File: config.mk
export PLATFORM = sky130hd
export DESIGN_NAME = hyperbus_arbiter
export DESIGN_NICKNAME = d
export VERILOG_FILES = /design/src/rtl/hyperbus_arb_pkg.sv /design/src/rtl/hyperbus_rr_pick.sv /design/src/rtl/hyperbus_arbiter.sv
export SDC_FILE = /design/constraint.sdc
export NUM_CORES = 1
export LEC_CHECK = 0
export BUFFER_PORTS_ARGS = -buffer_cell sky130_fd_sc_hd__buf_2
export CAP_MARGIN = 20
export CORE_UTILIZATION = 51
export DETAILED_ROUTE_END_ITERATION = 10
export GPL_TIMING_DRIVEN = 1
export HOLD_SLACK_MARGIN = 0.06
export PLACE_DENSITY = 0.93
export SKIP_CTS_REPAIR_TIMING = 1
export SKIP_LAST_GASP = 1
export SYNTH_ARGS = -nofsm -noshare
export SYNTH_HDL_FRONTEND = slang
export SYNTH_SLANG_ARGS = --single-unit
File: constraint.sdc
create_clock -name clk -period 3.3 [get_ports clk]
set_input_delay 0.66 -clock clk [delete_from_list [all_inputs] [get_ports clk]]
set_output_delay 0.66 -clock clk [all_outputs]
set_load 0.1 [all_outputs]
File: src/rtl/hyperbus_arb_pkg.sv
// hyperbus_arb_pkg: shared state enum, port count and default watchdog limit for the hyperbus arbiter
package hyperbus_arb_pkg;
  typedef enum logic [1:0] {IDLE, ISSUE, BUSY, DONE} state_t;
  localparam int NPORTS = 2;
  localparam int DEFAULT_TIMEOUT = 1024;
endpackage

File: src/rtl/hyperbus_rr_pick.sv
// hyperbus_rr_pick: two-way round-robin selector (req, last_grant in; gnt index, gnt_valid out)
module hyperbus_rr_pick
  import hyperbus_arb_pkg::*;
(
  input  logic [NPORTS-1:0] req,
  input  logic              last_grant,
  output logic              gnt,
  output logic              gnt_valid
);
  always_comb begin
    gnt = &req ? ~last_grant : req[1];
    gnt_valid = |req;
  end
endmodule

File: src/rtl/hyperbus_arbiter.sv
// hyperbus_arbiter: two-port round-robin front end for one hyperbus controller (pN_* requester ports, hbus_* controller port, TIMEOUT watchdog)
module hyperbus_arbiter
  import hyperbus_arb_pkg::*;
#(
  parameter int TIMEOUT = DEFAULT_TIMEOUT
) (
  input  logic        clk,
  input  logic        rst,
  input  logic        p0_rrq,
  input  logic        p0_wrq,
  input  logic [31:0] p0_adr_i,
  input  logic [15:0] p0_dat_i,
  input  logic        p0_mask_i,
  input  logic        p0_reg_space_i,
  output logic        p0_ack,
  output logic        p0_err,
  output logic        p0_valid,
  output logic [15:0] p0_dat_o,
  input  logic        p1_rrq,
  input  logic        p1_wrq,
  input  logic [31:0] p1_adr_i,
  input  logic [15:0] p1_dat_i,
  input  logic        p1_mask_i,
  input  logic        p1_reg_space_i,
  output logic        p1_ack,
  output logic        p1_err,
  output logic        p1_valid,
  output logic [15:0] p1_dat_o,
  output logic        hbus_rrq,
  output logic        hbus_wrq,
  output logic [31:0] hbus_adr_o,
  output logic [15:0] hbus_dat_o,
  output logic        hbus_mask_o,
  output logic        hbus_reg_space_o,
  input  logic [15:0] hbus_dat_i,
  input  logic        hbus_ready,
  input  logic        hbus_valid
);
  localparam int WW = $clog2(TIMEOUT + 1);
  state_t state, state_n;
  logic [WW-1:0] wd;
  logic [NPORTS-1:0] req;
  logic last_grant, grant, op_write, seen_busy, pick, pick_valid;
  logic start, finish, timeout, capture, sel_wr;
  assign req = {p1_rrq | p1_wrq, p0_rrq | p0_wrq};
  hyperbus_rr_pick u_pick (
    .req        (req),
    .last_grant (last_grant),
    .gnt        (pick),
    .gnt_valid  (pick_valid)
  );
  always_comb begin
    start = state == IDLE && hbus_ready && pick_valid;
    sel_wr = pick ? p1_wrq : p0_wrq;
    finish = state == BUSY && seen_busy && hbus_ready;
    timeout = state == BUSY && !finish && wd == WW'(TIMEOUT - 1);
    capture = (state == ISSUE || state == BUSY) && !op_write && hbus_valid && !timeout;
    state_n = start ? ISSUE :
              state == ISSUE ? BUSY :
              (finish || timeout) ? DONE :
              state == DONE ? IDLE : state;
  end
  always_ff @(posedge clk) begin
    if (rst) begin
      state <= IDLE;
      last_grant <= 1'b1;
      grant <= 1'b0;
      op_write <= 1'b0;
      seen_busy <= 1'b0;
      wd <= '0;
      hbus_rrq <= 1'b0;
      hbus_wrq <= 1'b0;
      hbus_adr_o <= '0;
      hbus_dat_o <= '0;
      hbus_mask_o <= 1'b0;
      hbus_reg_space_o <= 1'b0;
      p0_ack <= 1'b0;
      p1_ack <= 1'b0;
      p0_err <= 1'b0;
      p1_err <= 1'b0;
      p0_valid <= 1'b0;
      p1_valid <= 1'b0;
      p0_dat_o <= '0;
      p1_dat_o <= '0;
    end else begin
      state <= state_n;
      hbus_rrq <= start && !sel_wr;
      hbus_wrq <= start && sel_wr;
      if (start) begin
        grant <= pick;
        op_write <= sel_wr;
        hbus_adr_o <= pick ? p1_adr_i : p0_adr_i;
        hbus_dat_o <= pick ? p1_dat_i : p0_dat_i;
        hbus_mask_o <= pick ? p1_mask_i : p0_mask_i;
        hbus_reg_space_o <= pick ? p1_reg_space_i : p0_reg_space_i;
      end
      wd <= state == BUSY ? wd + 1'b1 : '0;
      seen_busy <= state == BUSY && (seen_busy || !hbus_ready);
      p0_ack <= finish && !grant;
      p1_ack <= finish && grant;
      p0_err <= timeout && !grant;
      p1_err <= timeout && grant;
      p0_valid <= capture && !grant;
      p1_valid <= capture && grant;
      if (capture && !grant) p0_dat_o <= hbus_dat_i;
      if (capture && grant) p1_dat_o <= hbus_dat_i;
      if (finish || timeout) last_grant <= grant;
    end
  end
endmodule
==> results of run 1 <==
## routing by layer
layer | vias to the layer above | track usage [%]
met4 | 0 | 9.84
met2 | 163 | 41.6
met5 | - | 0
met3 | 24 | 5.62
li1 | 1972 | -
met1 | 1821 | 24.4
## layout make-up
| class | count | area (sq um) | share of cell area [%] |
|---|---|---|---|
| Sequential cell | 107 | 2140 | 35.4 |
| Clock inverter | 4 | 51.3 | 0.848 |
| Tap cell | 111 | 139 | 2.30 |
| Clock buffer | 11 | 141 | 2.34 |
| Timing Repair Buffer | 219 | 1110 | 18.4 |
| Inverter | 6 | 22.5 | 0.372 |
| Multi-Input combinational cell | 309 | 2440 | 40.3 |
## layout by cell type (no fill, tap or decap), types with 5 or more instances in the layout
master    count
inv_1         6
nand2_1       5
nand2b_1     51
nand3_1       7
xor2_1        6
a21oi_1       7
nor2_1       66
dfxtp_1     107
ha_1          5
a211oi_2     50
buf_4         7
clkbuf_8     10
buf_2       212
mux2i_1      82
## cell families after synthesis
| logic type | Yosys count |
|---|---|
| adders and majority gates | 5 |
| buffers and inverters | 39 |
| AOI/OAI and AO/OA | 66 |
| muxes | 82 |
| xor gates and xnor gates | 8 |
| and+or+nand+nor | 148 |
| DFF | 107 |
## worst max-delay path, stage by stage, from the launching register on
cell,delay [ns]
dfxtp_1,0.36
inv_1,0.10
ha_1,0.17
and3_4,0.86
buf_4,0.33
nor2_1,0.07
a211oi_2,0.21
## path summary, 6_finish.rpt
check,end,start,cells after the start
max,hbus_dat_o[10],state[1],6
min,p0_dat_o[10],p0_dat_o[10],2
max reg2reg,hbus_dat_o[10],state[1],6
min reg2reg,p0_dat_o[10],p0_dat_o[10],2
## power by group through the flow
stage	Combinational [uW]	Clock, uW	Sequential [uW]
3_5_place_dp	1280	0	1480
5_1_grt	1330	865	1460
6_report	1280	784	1450
4_1_cts	1280	805	1450
3_3_place_gp	1250	0	1470
2_1_floorplan	392	0	2160
## metrics by stage
stage / cells / power (uW) / utilization (%) / hold WS (ns)
after floorplan: 455 / 2560 / - / 0.426
after global routing: 767 / 3660 / 65.8 / 0.503
final: 767 / 3510 / 65.8 / 0.475
after global placement: 752 / 2730 / 63.7 / 0.437
after CTS: 767 / 3540 / 65.8 / 0.473
after detailed placement: 752 / 2760 / 63.7 / 0.458
## flip-flops by register name (all words and copies together) (netlist names), 2 cells and up
register and flops:
hbus_adr_o 32, hbus_dat_o 16, p0_dat_o 16, p1_dat_o 16, state 2, wd 11
==> flow_summary.toml, run 1 <==
[routing]
drc_errors = 0
ant_nets = 0
first_iter_violations = 111
wl_met2_um = 5770
routed.top_layer = "met4"
viasPerCell = 5.19
drt-met1-wl_um = 4620
wl_um = 11400
drtPass1Iterations = 4
routedWlPerCell_um = 14.9
routed-via-count = 3980
dr_wl_met3_um = 739

[setup_path]
crit_type = "reg2reg"
critPathArrivalTime_ns = 2.53
worstSetupEndpointType = "flop"
crit_fanout = 85
setup.worst_path.start_class = "flop"
rrSetupSlack_ns = 1.04
cp.required_ns = 3.57

[floorplanning]
core.rowCount = 35
die_w_um = 99.2
die-area_sq_mm = 0.00984
die_y_um = 99.2
core_area_sq_mm = 0.00920
ios = 214
initial_core_util_pct = 52.4

[timing]
worst_slack_ns = 1.04
relSlewSlack_pct = 31.1
finalHoldViolCount = 0
period_share_pct = 68.5
setup_viol = 0
slew_violations = 0
grt_setup_unrepaired = "no"
setup_tns_ns = 0
finClkSkew_ns = 0.0101
worst_pin_slew_ns = 1.03
max_freq_mhz = 442
finalCriticalPeriod_ns = 2.26

[logic_synthesis]
syn-instance-count = 455
synth_top_family_by_area = "multiplexers"
synthTopCellsByCount = "dfxtp_1, mux2i_1, nor2_1, nand2b_1, a211oi_2"
synthesis.area_sq_mm = 0.00482
ys_async_sr_fraction_pct = 0
synth.ff_latch_count = 107
synth-simple-area-share_pct = 15.6
syn_area_per_cell_sq_um = 10.6
ys_seq_area_share_pct = 44.4
syn_nets = 584
ys.flop_type = "dfxtp_1"
synthMuxAreaShare_pct = 17.0
synth_edf_count = 0
synth_most_common_cell = "dfxtp_1"
synth_cell_types = 38
synthDominantCellAreaShare_pct = 44.4
synth_area_leader_cell = "dfxtp_1"
synthXorXnorAreaFrac_pct = 1.45
synth_compound_area_share_pct = 15.0
ys_warn_count = 0
ys_top_cells_by_area = "dfxtp_1, mux2i_1, a211oi_2"
synth_fa_ha_area_share_pct = 1.30

[layout]
stdcell_area_sq_mm = 0.00605
layout-drive-gt1-share_pct = 43.9
nNetsFinal = 781
fillers = 723
n_antenna_cell = 0
syn2layout_area_growth_pct = 25.5

[cts]
cts-htree-levels = 3
clock_path_buffers = 2
clkLatencyLatePin_ns = 0.35
clock-sinks = 107
clk_pin_slew_ns = 0.10
numCtsBuffers = 9
root_buffer = "clkbuf_8"
cts_tree = "yes"

[power]
swShare_pct = 41.8
powerDensity_mw_per_mm2 = 581
switchingPower_uw = 1470
peakVddDrop_mv = 0.260
p_int_uw = 2040
sequentialPowerShare_pct = 41.3
combPwrFrac_pct = 36.3
leakage_uw = 0.00300
p_clk_share_pct = 22.3

[placement]
dp_hpwl_um = 8660
port-buffer-count = 213
pre_cts_slack_ns = 0.737
gp_congestion = 0.750
place_area_sq_mm = 0.00586

[grt]
grt_pass1_vias = 4003
grt_max_degree = 86
grt_pass1_wl_um = 17700
gr-usage-all-layers_pct = 22.5
overflow = 0
antenna_found_initial = 0

[status]
status = "complete, no violations"

[flow_run]
maxCapViolCount = 0

[min_path]
hold_class = "reg2reg"
No activity file was read; power rests on OpenSTA's default activity.
==> run 2, diff against run 1 <==
--- a/config.mk
+++ b/config.mk
@@ -5,13 +5,14 @@
 export SDC_FILE = /design/constraint.sdc
 export NUM_CORES = 1
 export LEC_CHECK = 0
+export ABC_AREA = 1
 export BUFFER_PORTS_ARGS = -buffer_cell sky130_fd_sc_hd__buf_2
 export CAP_MARGIN = 20
-export CORE_UTILIZATION = 51
+export CORE_UTILIZATION = 48
 export DETAILED_ROUTE_END_ITERATION = 10
 export GPL_TIMING_DRIVEN = 1
 export HOLD_SLACK_MARGIN = 0.06
-export PLACE_DENSITY = 0.93
+export PLACE_DENSITY = 0.89
 export SKIP_CTS_REPAIR_TIMING = 1
 export SKIP_LAST_GASP = 1
 export SYNTH_ARGS = -nofsm -noshare
==> constraint.sdc (replaced) <==
create_clock -name clk -period 2.1 [get_ports clk]
set_input_delay 0.42 -clock clk [delete_from_list [all_inputs] [get_ports clk]]
set_output_delay 0.42 -clock clk [all_outputs]
set_load 0.1 [all_outputs]
==> run 2 against run 1 <==
  * Cell area up 5.0%
  * Die area increased by 9.3%
  * Clock power up 85%
  * Hold slack worse by 0.21 ns
  * Utilization fell by 1.7 points
  * Non-clock buffer count grew 7
  * First-iteration DRC count grew 77%
  * Critical path depth is 5 higher
  * Synthesized cell count up 57%
  * Global-route usage increased by 1.2 points
  * Critical path type unchanged
  * Largest cell class is now flip-flops and latches
  * Largest power group unchanged
  * Highest routed layer unchanged
==> flow_summary.toml, run 2 <==
[setup_path]
crit_buf_inv = 3
crit_fanout = 17
crit_chain = "inv_1 > ha_1 > inv_1 > nor2_1 > nand2_1 > nor2_1 > nand2_2 > nand3_2 > nand2_1 > inv_1 > nor2_1"
cp.required_ns = 2.41
worstSetupEndpointType = "flop"
critPathArrivalTime_ns = 2.17
cpMaxStageDelayCell = "dfxtp_1"
worst_path_largest_cell_delay_ns = 0.38
setup.worst_path.start_class = "flop"
critPathTopFamily = "simple AND/OR/NAND/NOR gates"
crit_type = "reg2reg"

[timing]
finClkSkew_ns = 0.0153
max_freq_mhz = 538
period_share_pct = 88.5
finalCriticalPeriod_ns = 1.86
setup_tns_ns = 0
relSlewSlack_pct = 66.1
worst_pin_slew_ns = 0.508
setup_viol = 0
finalHoldViolCount = 0
worst_hold_slack_ns = 0.264
slew_violations = 0
grt_setup_unrepaired = "no"

[cts]
cts-htree-levels = 3
clock_path_buffers = 2
root_buffer = "clkbuf_8"
cts_tree = "yes"
numCtsBuffers = 9
clkLatencyLatePin_ns = 0.38
clk_pin_slew_ns = 0.10
clock-sinks = 107

[power]
leakage_uw = 0.00366
powerDensity_mw_per_mm2 = 904
peakVddDrop_mv = 0.538

[logic_synthesis]
syn-instance-count = 716
synth_cell_types = 28
syn_area_per_cell_sq_um = 6.94
synthDominantCellAreaShare_pct = 43.1
synth_edf_count = 0
synth_area_leader_cell = "dfxtp_1"
ys_async_sr_fraction_pct = 0
ys_seq_area_share_pct = 43.1
synth.ff_latch_count = 107
synthTopCellsByCount = "nand2_1, inv_1, dfxtp_1, nand3_1, nor2_1"
ys_warn_count = 0
synth_most_common_cell = "nand2_1"
synthesis.area_sq_mm = 0.00497
ys.flop_type = "dfxtp_1"
ys_top_cells_by_area = "dfxtp_1, nand2_1, inv_1"
syn_nets = 845

[grt]
grt_pass1_vias = 4735
gr-usage-all-layers_pct = 23.7
grt_pass1_wl_um = 20800
grt_max_degree = 58
overflow = 0
antenna_found_initial = 1

[floorplanning]
core_area_sq_mm = 0.00991
die-area_sq_mm = 0.0108
die_w_um = 104
initial_core_util_pct = 50.1
ios = 214
core.rowCount = 36
die_y_um = 104

[layout]
layout-drive-gt1-share_pct = 27.8
final_cells = 1049
stdcell_area_sq_mm = 0.00636
nNetsFinal = 1039
fillers = 894
largest-register = "hbus_adr_o"
syn2layout_area_growth_pct = 28.0
layout_common_cells = "buf_2, nand2_1, inv_1"
final_common_cell = "buf_2"
largest_register_ffs = 32

[flow_run]
maxCapViolCount = 0

[routing]
ant_nets = 0
drc_errors = 0
wl_um = 12700
drtPass1Iterations = 4
viasPerCell = 4.75
routedWlPerCell_um = 12.2
first_iter_violations = 196
routed-via-count = 4984

[min_path]
hold_class = "in2reg"

[placement]
place_area_sq_mm = 0.00610
port-buffer-count = 213
dp_hpwl_um = 9350
dp_cells = 1031
gp_congestion = 0.801

[status]
status = "complete, no violations"
==> run 2: cell types whose count changed in the layout (fill, tap and decap cells not counted), sizes merged, moves of 5 or more <==
cell	delta
nand3	+51
a211oi	-51
buf	+7
nand4	+29
o21ai	+8
nand2b	-51
mux2i	-82
xor2	-5
nor2	-9
o211ai	+49
nand2	+180
inv	+150
==> run 2: power by group <==
part	internal, uW	total [uW]	switching, uW
combinational	390	2020	1630
sequential	2200	2280	87.6
clock	695	1450	750
total	3280	5750	2470
==> run 2: cell type report <==
type | count | area [sq um] | share of cell area, %
Tap cell | 133 | 166 | 2.62
Timing Repair Buffer | 226 | 1210 | 19.1
Multi-Input combinational cell | 414 | 2030 | 31.9
Inverter | 152 | 571 | 8.98
Antenna cell | 1 | 2.50 | 0.0394
Sequential cell | 107 | 2140 | 33.7
Clock inverter | 7 | 106 | 1.67
Clock buffer | 9 | 124 | 1.95
==> run 2: metal layers <==
layer	GRT usage [%]	part of all wire (%)	routed length [um]
met1	27.6	42	5320
met2	40.9	48	6160
met3	6.36	7.5	959
met4	10.4	2.4	305
met5	0	0	0
==> run 2: logic make-up after synthesis <==
logic type | share of synthesized area [%]
compound gates | 9.57
xor+xnor | 0.353
fa+ha+maj | 1.26
buf+inv | 16.3
flops | 43.1
simple gates | 29.4
==> run 2: path summary, 6_finish.rpt <==
| check | from | depth (start not counted) | slack (ns) | endpoint |
|---|---|---|---|---|
| max | state[0] | 11 | 0.24 | p1_dat_o[9] |
| min | hbus_ready | 2 | 0.26 | seen_busy |
| max reg2reg | state[0] | 11 | 0.24 | p1_dat_o[9] |
| min reg2reg | wd[0] | 1 | 0.46 | wd[0] |
==> run 2: worst reg2reg max path, stage by stage (launching register included) <==
cell     delay (ns)
dfxtp_1        0.38
inv_1          0.09
ha_1           0.22
inv_1          0.07
nor2_1         0.04
nand2_1        0.05
nor2_1         0.04
nand2_2        0.24
nand3_2        0.36
nand2_1        0.16
inv_1          0.05
nor2_1         0.09
==> run 2: through the flow <==
stage          total power [uW]  utilization, %  setup WS [ns]
2_1_floorplan              3950               -          0.569
3_3_place_gp               4320            61.6         0.0769
3_5_place_dp               4340            61.6         0.0264
4_1_cts                    5770            63.9         0.0721
5_1_grt                    5990            64.1       0.000286
6_report                   5750            64.1          0.241
==> run 3, diff against run 2 <==
--- a/config.mk
+++ b/config.mk
@@ -8,6 +8,7 @@
 export ABC_AREA = 1
 export BUFFER_PORTS_ARGS = -buffer_cell sky130_fd_sc_hd__buf_2
 export CAP_MARGIN = 20
+export CORE_MARGIN = 10
 export CORE_UTILIZATION = 48
 export DETAILED_ROUTE_END_ITERATION = 10
 export GPL_TIMING_DRIVEN = 1
==> run 3 against run 2 <==
  * Fmax is 5.3% higher
  * Cell area fell by 0.57%
  * Die area increased by 38%
  * First-iteration DRC count grew 91%
  * Via count fell by 0.66%
  * Global-route usage shrank 4.7 points
  * Total power is 3.2% lower
  * Wire length grew 15%
  * Critical path type unchanged
  * Highest routed layer unchanged
==> flow_summary.toml, run 3 (same netlist as run 2, synthesis figures left out) <==
[routing]
drtPass1Iterations = 4
ant_nets = 0
routedWlPerCell_um = 13.9
wl_um = 14600
routed-via-count = 4951
viasPerCell = 4.71
first_iter_violations = 374
drc_errors = 0

[layout]
final_common_cell = "buf_2"
final_cells = 1051
largest-register = "hbus_adr_o"
syn2layout_area_growth_pct = 27.2
seqCellArea_sq_mm = 0.00214
nNetsFinal = 1039
multi_input_area_sq_mm = 0.00203
largest_register_ffs = 32
fillers = 974
layout_common_cells = "buf_2, nand2_1, inv_1"
layout-drive-gt1-share_pct = 27.6

[grt]
grt_pass1_wl_um = 23200
overflow = 0
antenna_found_initial = 1
grt_busiest_layer = "met2"
use_met2_pct = 32.0
grt_pass1_vias = 4829
grt_max_degree = 53
gr-usage-all-layers_pct = 19.0
grt_use_met1_pct = 21.3
grtUsageMet3_pct = 9.48

[setup_path]
worstSetupEndpointType = "flop"
cp.required_ns = 2.38
critPathArrivalTime_ns = 2.05
crit_fanout = 17
worst_path_largest_cell_delay_ns = 0.37
cpMaxStageDelayCell = "dfxtp_1"
crit_type = "reg2reg"
crit_chain = "inv_1 > ha_1 > inv_1 > nor2_1 > nand2_1 > nor2_1 > nand2_2 > nand3_2 > nand2_1 > inv_1 > nor2_1"
setup.worst_path.start_class = "flop"

[placement]
gp_congestion = 0.811
port-buffer-count = 213
dp_hpwl_um = 11200
dp_cells = 1034
pre_cts_slack_ns = -0.0186

[cts]
cts-htree-levels = 3
numCtsBuffers = 9
root_buffer = "clkbuf_8"
cts_tree = "yes"
clkLatencyLatePin_ns = 0.36
clock_path_buffers = 2
clk_pin_slew_ns = 0.10
clock-sinks = 107

[floorplanning]
ios = 214
die_w_um = 122
initial_core_util_pct = 48.8
core.rowCount = 37
die-area_sq_mm = 0.0148
die_y_um = 122
core_area_sq_mm = 0.0102

[timing]
period_share_pct = 84.1
worst_pin_slew_ns = 0.764
worst_hold_slack_ns = 0.276
max_freq_mhz = 566
finalHoldViolCount = 0
finClkSkew_ns = 0.0190
worst_slack_ns = 0.334
finalCriticalPeriod_ns = 1.77
setup_viol = 0
setup_tns_ns = 0
relSlewSlack_pct = 48.8
slew_violations = 0
grt_setup_unrepaired = "no"

[flow_run]
maxCapViolCount = 0

[min_path]
hold_class = "in2reg"

[power]
finalPower_uw = 5560
peakVddDrop_mv = 0.442
powerDensity_mw_per_mm2 = 880
leakage_uw = 0.00363

[status]
status = "complete, no violations"
run 3: cell type report:
class / count / area share, %
well taps: 136 / 2.69
diodes: 1 / 0.0396
repair buffers: 226 / 19.2
inverters: 152 / 9.03
clock inverters: 5 / 0.990
clock buffers: 10 / 2.02
flip-flops and latches: 107 / 33.9
multi-input cells: 414 / 32.1
run 3: routing by layer:
layer,wire length (um),vias up
met4,119,0
li1,-,2606
met5,0,-
met2,6950,186
met1,5870,2150
met3,1670,9
run 3: metrics by stage:
stage	area [sq um]	utilization (%)
after detailed placement	6110	60.0
after global routing	6320	62.0
after CTS	6300	61.8
after global placement	6110	60.0
final	6320	62.1
after floorplan	4970	-
run 3: path summary, 6_finish.rpt:
kind	from	endpoint	slack, ns	depth (start not counted)
hold / removal	hbus_ready	seen_busy	0.28	2
setup / recovery	state[0]	p1_dat_o[1]	0.33	11
hold reg to reg	wd[0]	wd[0]	0.45	1
setup reg to reg	state[0]	p1_dat_o[1]	0.33	11
run 3: report_power, final:
part | switching (uW) | internal (uW)
registers | 81.8 | 2200
clock network | 697 | 553
logic | 1650 | 387
total | 2430 | 3140
run 3: worst max-delay path: cells and delay by family, from the launching register on:
family                   cells  cell delay, ns
buffers and inverters        3            0.22
adder cells (fa/ha/maj)      1            0.22
AND/OR/NAND/NOR              7            0.89
flip-flops                   1            0.37
